File: src/rtl/uart_hex_rx.sv
// 8N1 UART receiver that decodes ASCII hex digits into a rolling 16-bit value.
// Bytes are reassembled LSB-first; hex characters shift a nibble into oVALUE.
module uart_hex_rx #(
  parameter int CLK_FREQ     = 100000000,
  parameter int BAUD         = 9600,
  parameter int CLKS_PER_BIT = CLK_FREQ / BAUD,
  parameter int HALF_BIT     = CLKS_PER_BIT / 2
) (
  input  logic        clk,
  input  logic        reset,
  input  logic        RX,
  output logic [7:0]  oDATA,
  output logic        oVALID,
  output logic [3:0]  oDEC,
  output logic        oDEC_VALID,
  output logic [15:0] oVALUE,
  output logic        oFRAME_ERR
);

  localparam int CW = $clog2(CLKS_PER_BIT + 1);
  localparam logic [CW-1:0] BIT_END  = CW'(CLKS_PER_BIT - 1);
  localparam logic [CW-1:0] HALF_END = CW'(HALF_BIT - 1);

  localparam logic [2:0] S_IDLE  = 3'd0;
  localparam logic [2:0] S_START = 3'd1;
  localparam logic [2:0] S_DATA  = 3'd2;
  localparam logic [2:0] S_STOP  = 3'd3;
  localparam logic [2:0] S_WAIT  = 3'd4;

  logic [1:0]    sync;
  logic          rxs;
  logic [2:0]    state;
  logic [CW-1:0] cnt;
  logic [2:0]    idx;
  logic [7:0]    shift;
  logic          hex_ok;
  logic [3:0]    nib;

  assign rxs = sync[1];

  // Decode looks at the completed byte while the stop bit is being sampled.
  always_comb begin
    hex_ok = 1'b1;
    nib    = 4'd0;
    if (shift >= 8'h30 && shift <= 8'h39)
      nib = shift[3:0];
    else if ((shift >= 8'h41 && shift <= 8'h46) || (shift >= 8'h61 && shift <= 8'h66))
      nib = shift[3:0] + 4'd9;
    else
      hex_ok = 1'b0;
  end

  always_ff @(posedge clk or posedge reset) begin
    if (reset) begin
      sync       <= 2'b11;
      state      <= S_IDLE;
      cnt        <= '0;
      idx        <= '0;
      shift      <= '0;
      oDATA      <= '0;
      oVALID     <= 1'b0;
      oDEC       <= '0;
      oDEC_VALID <= 1'b0;
      oVALUE     <= '0;
      oFRAME_ERR <= 1'b0;
    end else begin
      sync       <= {sync[0], RX};
      oVALID     <= 1'b0;
      oDEC_VALID <= 1'b0;
      oFRAME_ERR <= 1'b0;
      case (state)
        S_IDLE: begin
          if (!rxs) begin
            cnt   <= '0;
            state <= S_START;
          end
        end
        S_START: begin
          if (cnt == HALF_END) begin
            cnt   <= '0;
            idx   <= '0;
            state <= rxs ? S_IDLE : S_DATA;
          end else begin
            cnt <= cnt + 1'b1;
          end
        end
        S_DATA: begin
          if (cnt == BIT_END) begin
            cnt        <= '0;
            shift[idx] <= rxs;
            idx        <= idx + 1'b1;
            if (idx == 3'd7) state <= S_STOP;
          end else begin
            cnt <= cnt + 1'b1;
          end
        end
        S_STOP: begin
          if (cnt == BIT_END) begin
            cnt <= '0;
            if (rxs) begin
              oDATA  <= shift;
              oVALID <= 1'b1;
              if (hex_ok) begin
                oDEC       <= nib;
                oDEC_VALID <= 1'b1;
                oVALUE     <= {oVALUE[11:0], nib};
              end
              state <= S_IDLE;
            end else begin
              oFRAME_ERR <= 1'b1;
              state      <= S_WAIT;
            end
          end else begin
            cnt <= cnt + 1'b1;
          end
        end
        // A line stuck low must not produce a stream of bogus frames.
        S_WAIT: begin
          if (rxs) state <= S_IDLE;
        end
        default: state <= S_IDLE;
      endcase
    end
  end

endmodule

File: config.mk
export PLATFORM = sky130hd
export DESIGN_NAME = uart_hex_rx
export DESIGN_NICKNAME = d
export VERILOG_FILES = /design/src/rtl/uart_hex_rx.sv
export SDC_FILE = /design/constraint.sdc
export NUM_CORES = 1
export LEC_CHECK = 0
export CORE_MARGIN = 2
export CORE_UTILIZATION = 40
export DETAILED_ROUTE_END_ITERATION = 6
export HOLD_SLACK_MARGIN = 0.05
export PLACE_DENSITY = 0.68
export SYNTH_ARGS = -nofsm -noshare
export SYNTH_HDL_FRONTEND = slang
export SYNTH_SLANG_ARGS = --single-unit
File: constraint.sdc
create_clock -name clk -period 2.5 [get_ports clk]
set_input_delay 0.625 -clock clk [delete_from_list [all_inputs] [get_ports clk]]
set_output_delay 0.625 -clock clk [all_outputs]
set_load 0.01 [all_outputs]
* Word level (Yosys, flattened, before mapping)
Index checks and enable logic that the tools add are counted.
Word-level totals: register bits 61, output and inout port bits 31, word-level logic and storage cells 83
Cells by class: add/sub/neg operators 3, order comparisons 8, equal/unequal tests 13, mux-type cells 33, reduce and logical (&&, ||, !) cells 15
Operators with widths (count):
- 14-bit 2-to-1 mux | 3
- 14-bit case mux with 3 select lines | 1
- 3-bit 2-to-1 mux | 9
- 8-bit by 7-bit >= comparator with 1-bit output, second input constant | 2
- 8-bit by 7-bit less-or-equal comparator with 1-bit output, second input constant | 2
- 3-bit case mux with 5 select lines | 1
- 14-bit by 1-bit adder with 14-bit output, second input constant | 1
- 14-bit by 13-bit equality test with 1-bit output, second input constant | 1
- 14-bit equality test, second input constant | 1
- 1-bit 2-to-1 mux | 13
- 2-bit != test, second input constant | 6
- 8-bit bitwise mux | 1
- 8-bit by 6-bit >= comparator with 1-bit output, second input constant | 1
- 8-bit by 6-bit less-or-equal comparator with 1-bit output, second input constant | 1
- 4-bit 2-to-1 mux | 2
- 3-bit by 2-bit equality test with 1-bit output, second input constant | 2
- 3-bit equality test, second input constant | 2
- 3-bit case mux with 2 select lines | 1
- 3-bit AND reduction | 2
- 6-bit AND reduction | 1
- 4-bit adder, second input constant | 1
- 1-bit logical AND | 4
- 3-bit by 4-bit less-than comparator with 1-bit output, second input constant | 1
- 2-bit AND reduction | 2
- other kinds (11) | 11

* Longest topological paths before layout
depth in word-level cells 9, gate-level depth with buffers 8, mapped depth without buffers 7

* Worst setup path after synthesis
No wires, ideal clock.
path kind register -> register, from reg shift[0], to reg oVALUE[15], setup time 125 ps, data arrival time 2318 ps, data required time 2375 ps, setup slack 57 ps, stages on the path, launching flop included 8, buffers on the path 1, clock period less this slack 2443 ps, cells stage by stage dfrtp_1 inv_1 ha_1 o21bai_1 a2111o_1 a2111oi_4 buf_6 mux2_4
On the way: longest elaborated chain between the ends 6, elaborated cells between the ends (all ways) 13, classes of those cells 6 x order compare; 2 x mux; 5 x reduce/logical
Ends and longest elaborated chain:
- start: declaration | line 35 | logic [7:0] shift;
- start signal: indexed assignment | line 90 | shift[idx] <= rxs;
- 8-bit by 7-bit >= comparator with 1-bit output / 8-bit by 7-bit less-or-equal comparator with 1-bit output (equally long branches) | line 47 | else if ((shift >= 8'h41 && shift <= 8'h46) || (shift >= 8'h61 && shift <= 8'h66))
- 1-bit logical AND | line 47
- 1-bit logical OR | line 47
- 1-bit 2-to-1 mux | line 47
- 1-bit 2-to-1 mux * | line 45 | if (shift >= 8'h30 && shift <= 8'h39)
- 4-bit AND reduction (no source line) *
- end signal: assignment | line 106 | oVALUE <= {oVALUE[11:0], nib};
- end: declaration | line 16 | output logic [15:0] oVALUE,
Mark *: on every way between the ends. The rest lies on a longest branch, timed or not. A chain may end at the register's enable or synchronous reset.

* Final worst setup path
from reg shift[1], to reg oVALUE[14]
The elaborated chain is that of the path after synthesis.

==> results by group <==
Cells and area
  – Share of post-route cells with drive strength above 1: 0.213
  – Final core occ: 0.509
  – # fillers: roughly 580
  – Most frequent cells in the layout: dfrtp_1, clkdlybuf4s50_1, mux2_2
  – Design Area, Final: ~3400 µm²
  – FF+latch area: ~1400 µm²
  – Layout area overhead: 25.0%
  – Non-Filler Instances: between 300 and 400
  – Final #Nets: approximately 280
  – # diodes: 0
  – Commonest non-fill, non-tap cell in the layout: dfrtp_1
  – Multi-input logic area: 1200 µm²

Place
  – Placed cell area: 3160 µm²
  – Input/output buffers: 33
  – Dpl cells: roughly 340
  – Detailed Place HPWL: roughly 3800 µm
  – Gp weighted congestion: between 0.7 and 0.8

Floorplanning
  – Overall die height: about 87 µm
  – Die Wd: about 87 µm
  – Initial Util: 0.407
  – Core footprint: 6720 µm²
  – I/O pin count: 34
  – Std cell rows: 30
  – DIE AREA: between 7000 and 8000 µm²

Yosys
  – Synth warnings: 0
  – Top post-synthesis cells by area: dfrtp_1, mux2_2, ha_1
  – Post-synth EDFFs: 0
  – Biggest area consumer among synthesized cells: dfrtp_1
  – Post-synthesis sequential area ratio: 0.522
  – Top-area cell type share of the netlist area: 0.503
  – Gate count after technology mapping: 233
  – Syn avg cell area: approximately 12 µm²
  – Syn nets: approximately 240
  – Mapped cell area: between 2000 and 3000 µm²
  – Top FF cell, synth: dfrtp_1
  – Async SR Flop Fraction: 1.00
  – Seq cells post-synth: 57
  – Distinct cell type count after synthesis: between 40 and 50

GRT
  – Initial antenna violation count: 0
  – Number of global-route vias before repair: around 1,900
  – First-pass GRT wire length: 9230 µm
  – Pin count of the biggest net entering global routing: 21
  – All-layer global routing usage: 0.161
  – Total gr overflow: 0

Clock tree
  – H-tree depth: 3
  – CTS root buf: clkbuf_8
  – PostCTS Resize Cnt: 0
  – TritonCTS clock tree: yes
  – Max Root-Sink Buffers: 2
  – Clock-pin transition on the worst setup and hold timing paths: ~0.070 ns
  – Clock Latency Late Sink: roughly 0.33 ns
  – Setup bufs post-CTS: 0
  – Hold Buf Count CTS: 0
  – CTS buffer count: 9
  – Clock sinks: 57

Power
  – Maximum vdd drop: about 260 µV
  – Net Sw Frac: 0.189
  – Total Power: approximately 0.0021 W
  – Sw power: 0.000394 W
  – PwrDens: a little over 600 nW/µm²
  – Leak: around 1.6 nW
  – Comb pwr share: 0.013
  – Seq pwr share: 0.445
  – Internal Power: between 0.0015 and 0.002 W
  – Clk pwr share: 0.542

Worst setup path
  – Crit path DAT: ~2.5 ns
  – Critical Path Sink Type: flop
  – Critical Path RT: between 2 and 3 ns
  – Startpoint Class: flop
  – Critical Path Fanout Max: 19
  – Kind of critical path: flop to flop

STA
  – Final TNS setup: 0 ns
  – Final Setup Violations: 0
  – Period utilization: 0.928
  – RSZ-0062 raised after global routing: false
  – Setup Skew: between 0.006 and 0.007 ns
  – Final Slew Violations: 0
  – Period minus WS final: between 2 and 2.5 ns
  – Max_slew headroom: 0.480
  – Final hold violations: 0
  – Slew at the pin with the worst max-slew slack: about 0.77 ns
  – Max Clock Freq: roughly 430 MHz

Worst hold path
  – Hold Path Class: flop to flop

Route
  – Antenna Nets Post-Route: 0
  – Vias per std cell: approximately 5.3
  – Avg WL per Cell: between 15 and 20 µm
  – Starting DRC count in detailed routing: 82
  – Wirelength, routed: around 5400 µm
  – # DRC: 0
  – First-pass DRT Iterations: 4
  – Total number of vias: about 1,900

Outcome
  – Status: finished clean

Run
  – Max-cap violation count: 0
path summary, 6_finish.rpt:
check / cells after the start / endpoint / startpoint / slack, ns
setup / recovery: 7 / oVALUE[14]$_DFFE_PP0P_ / shift[1]$_DFFE_PP0P_ / 0.18
hold reg to reg: 0 / sync[1]$_DFF_PP1_ / sync[0]$_DFF_PP1_ / 0.36
max in group asynchronous: 3 / sync[0]$_DFF_PP1_ / reset / 1.30
setup reg to reg: 7 / oVALUE[14]$_DFFE_PP0P_ / shift[1]$_DFFE_PP0P_ / 0.18
hold / removal: 0 / sync[1]$_DFF_PP1_ / sync[0]$_DFF_PP1_ / 0.36
min in group asynchronous: 2 / oDEC_VALID$_DFF_PP0_ / reset / 0.61
metrics by stage:
stage / hold WS [ns] / setup slack (ns)
after floorplan: 0.345 / 0.0572
after global placement: 0.346 / 0.227
after detailed placement: 0.350 / 0.148
after CTS: 0.357 / 0.117
after global routing: 0.364 / 0.0455
final: 0.356 / 0.179
registers in the layout, summed over array words and instances, names as in the netlist:
signal	cells
oDATA	8
cnt	14
oFRAME_ERR	1
state	3
oVALID	1
oDEC	3
shift	8
oDEC_VALID	1
oVALUE	13
idx	3
sync	2
synthesized netlist by cell type (all sizes together), types with 3 or more instances:
library cell	instances
dfrtp	55
mux2	29
nor2	16
o21ai	10
a21oi	9
inv	9
nand2	8
nand4	8
nand3	7
buf	6
clkbuf	6
ha	6
nor3	6
a21o	5
xor2	5
a22o	4
xnor2	4
and3	3
nand4b	3
nor3b	3
nor4	3
metal layers:
layer | share of wire | GRT usage
met1 | 0.48 | 0.212
met2 | 0.46 | 0.245
met3 | 0.035 | 0.0343
met4 | 0.024 | 0.0909
met5 | 0 | 0
power groups by stage:
stage | sequential [W] | clock [W] | combinational [W]
after global placement | 0.000946 | 0 | 0.0000276
after floorplan | 0.000943 | 0 | 0.0000167
after detailed placement | 0.000946 | 0 | 0.0000278
after global routing | 0.000929 | 0.00121 | 0.0000308
final | 0.000929 | 0.00113 | 0.0000263
after CTS | 0.000929 | 0.00116 | 0.0000281
cells by family after synthesis:
family,count (synthesis),synth area share
flip-flops,57,0.522
AND/OR/NAND/NOR,71,0.154
multiplexers,29,0.125
adder cells (fa/ha/maj),6,0.0274
XOR/XNOR,9,0.0288
AO/OA/AOI/OAI,40,0.105
buffers and inverters,21,0.0375
layout make-up:
| cell class | count | area share |
|---|---|---|
| clock buffers | 10 | 0.0373 |
| inverters | 9 | 0.00988 |
| flip-flops and latches | 57 | 0.418 |
| well taps | 80 | 0.0293 |
| clock inverters | 6 | 0.0381 |
| multi-input cells | 155 | 0.352 |
| repair buffers | 40 | 0.116 |
critical path: stages (launching register included):
cell and delay (ns):
dfrtp_1 0.44, inv_1 0.12, ha_1 0.17, o21bai_1 0.08
a2111o_1 0.46, a2111oi_4 0.38, buf_12 0.21, mux2_2 0.34
No activity file was read; power rests on OpenSTA's default activity.
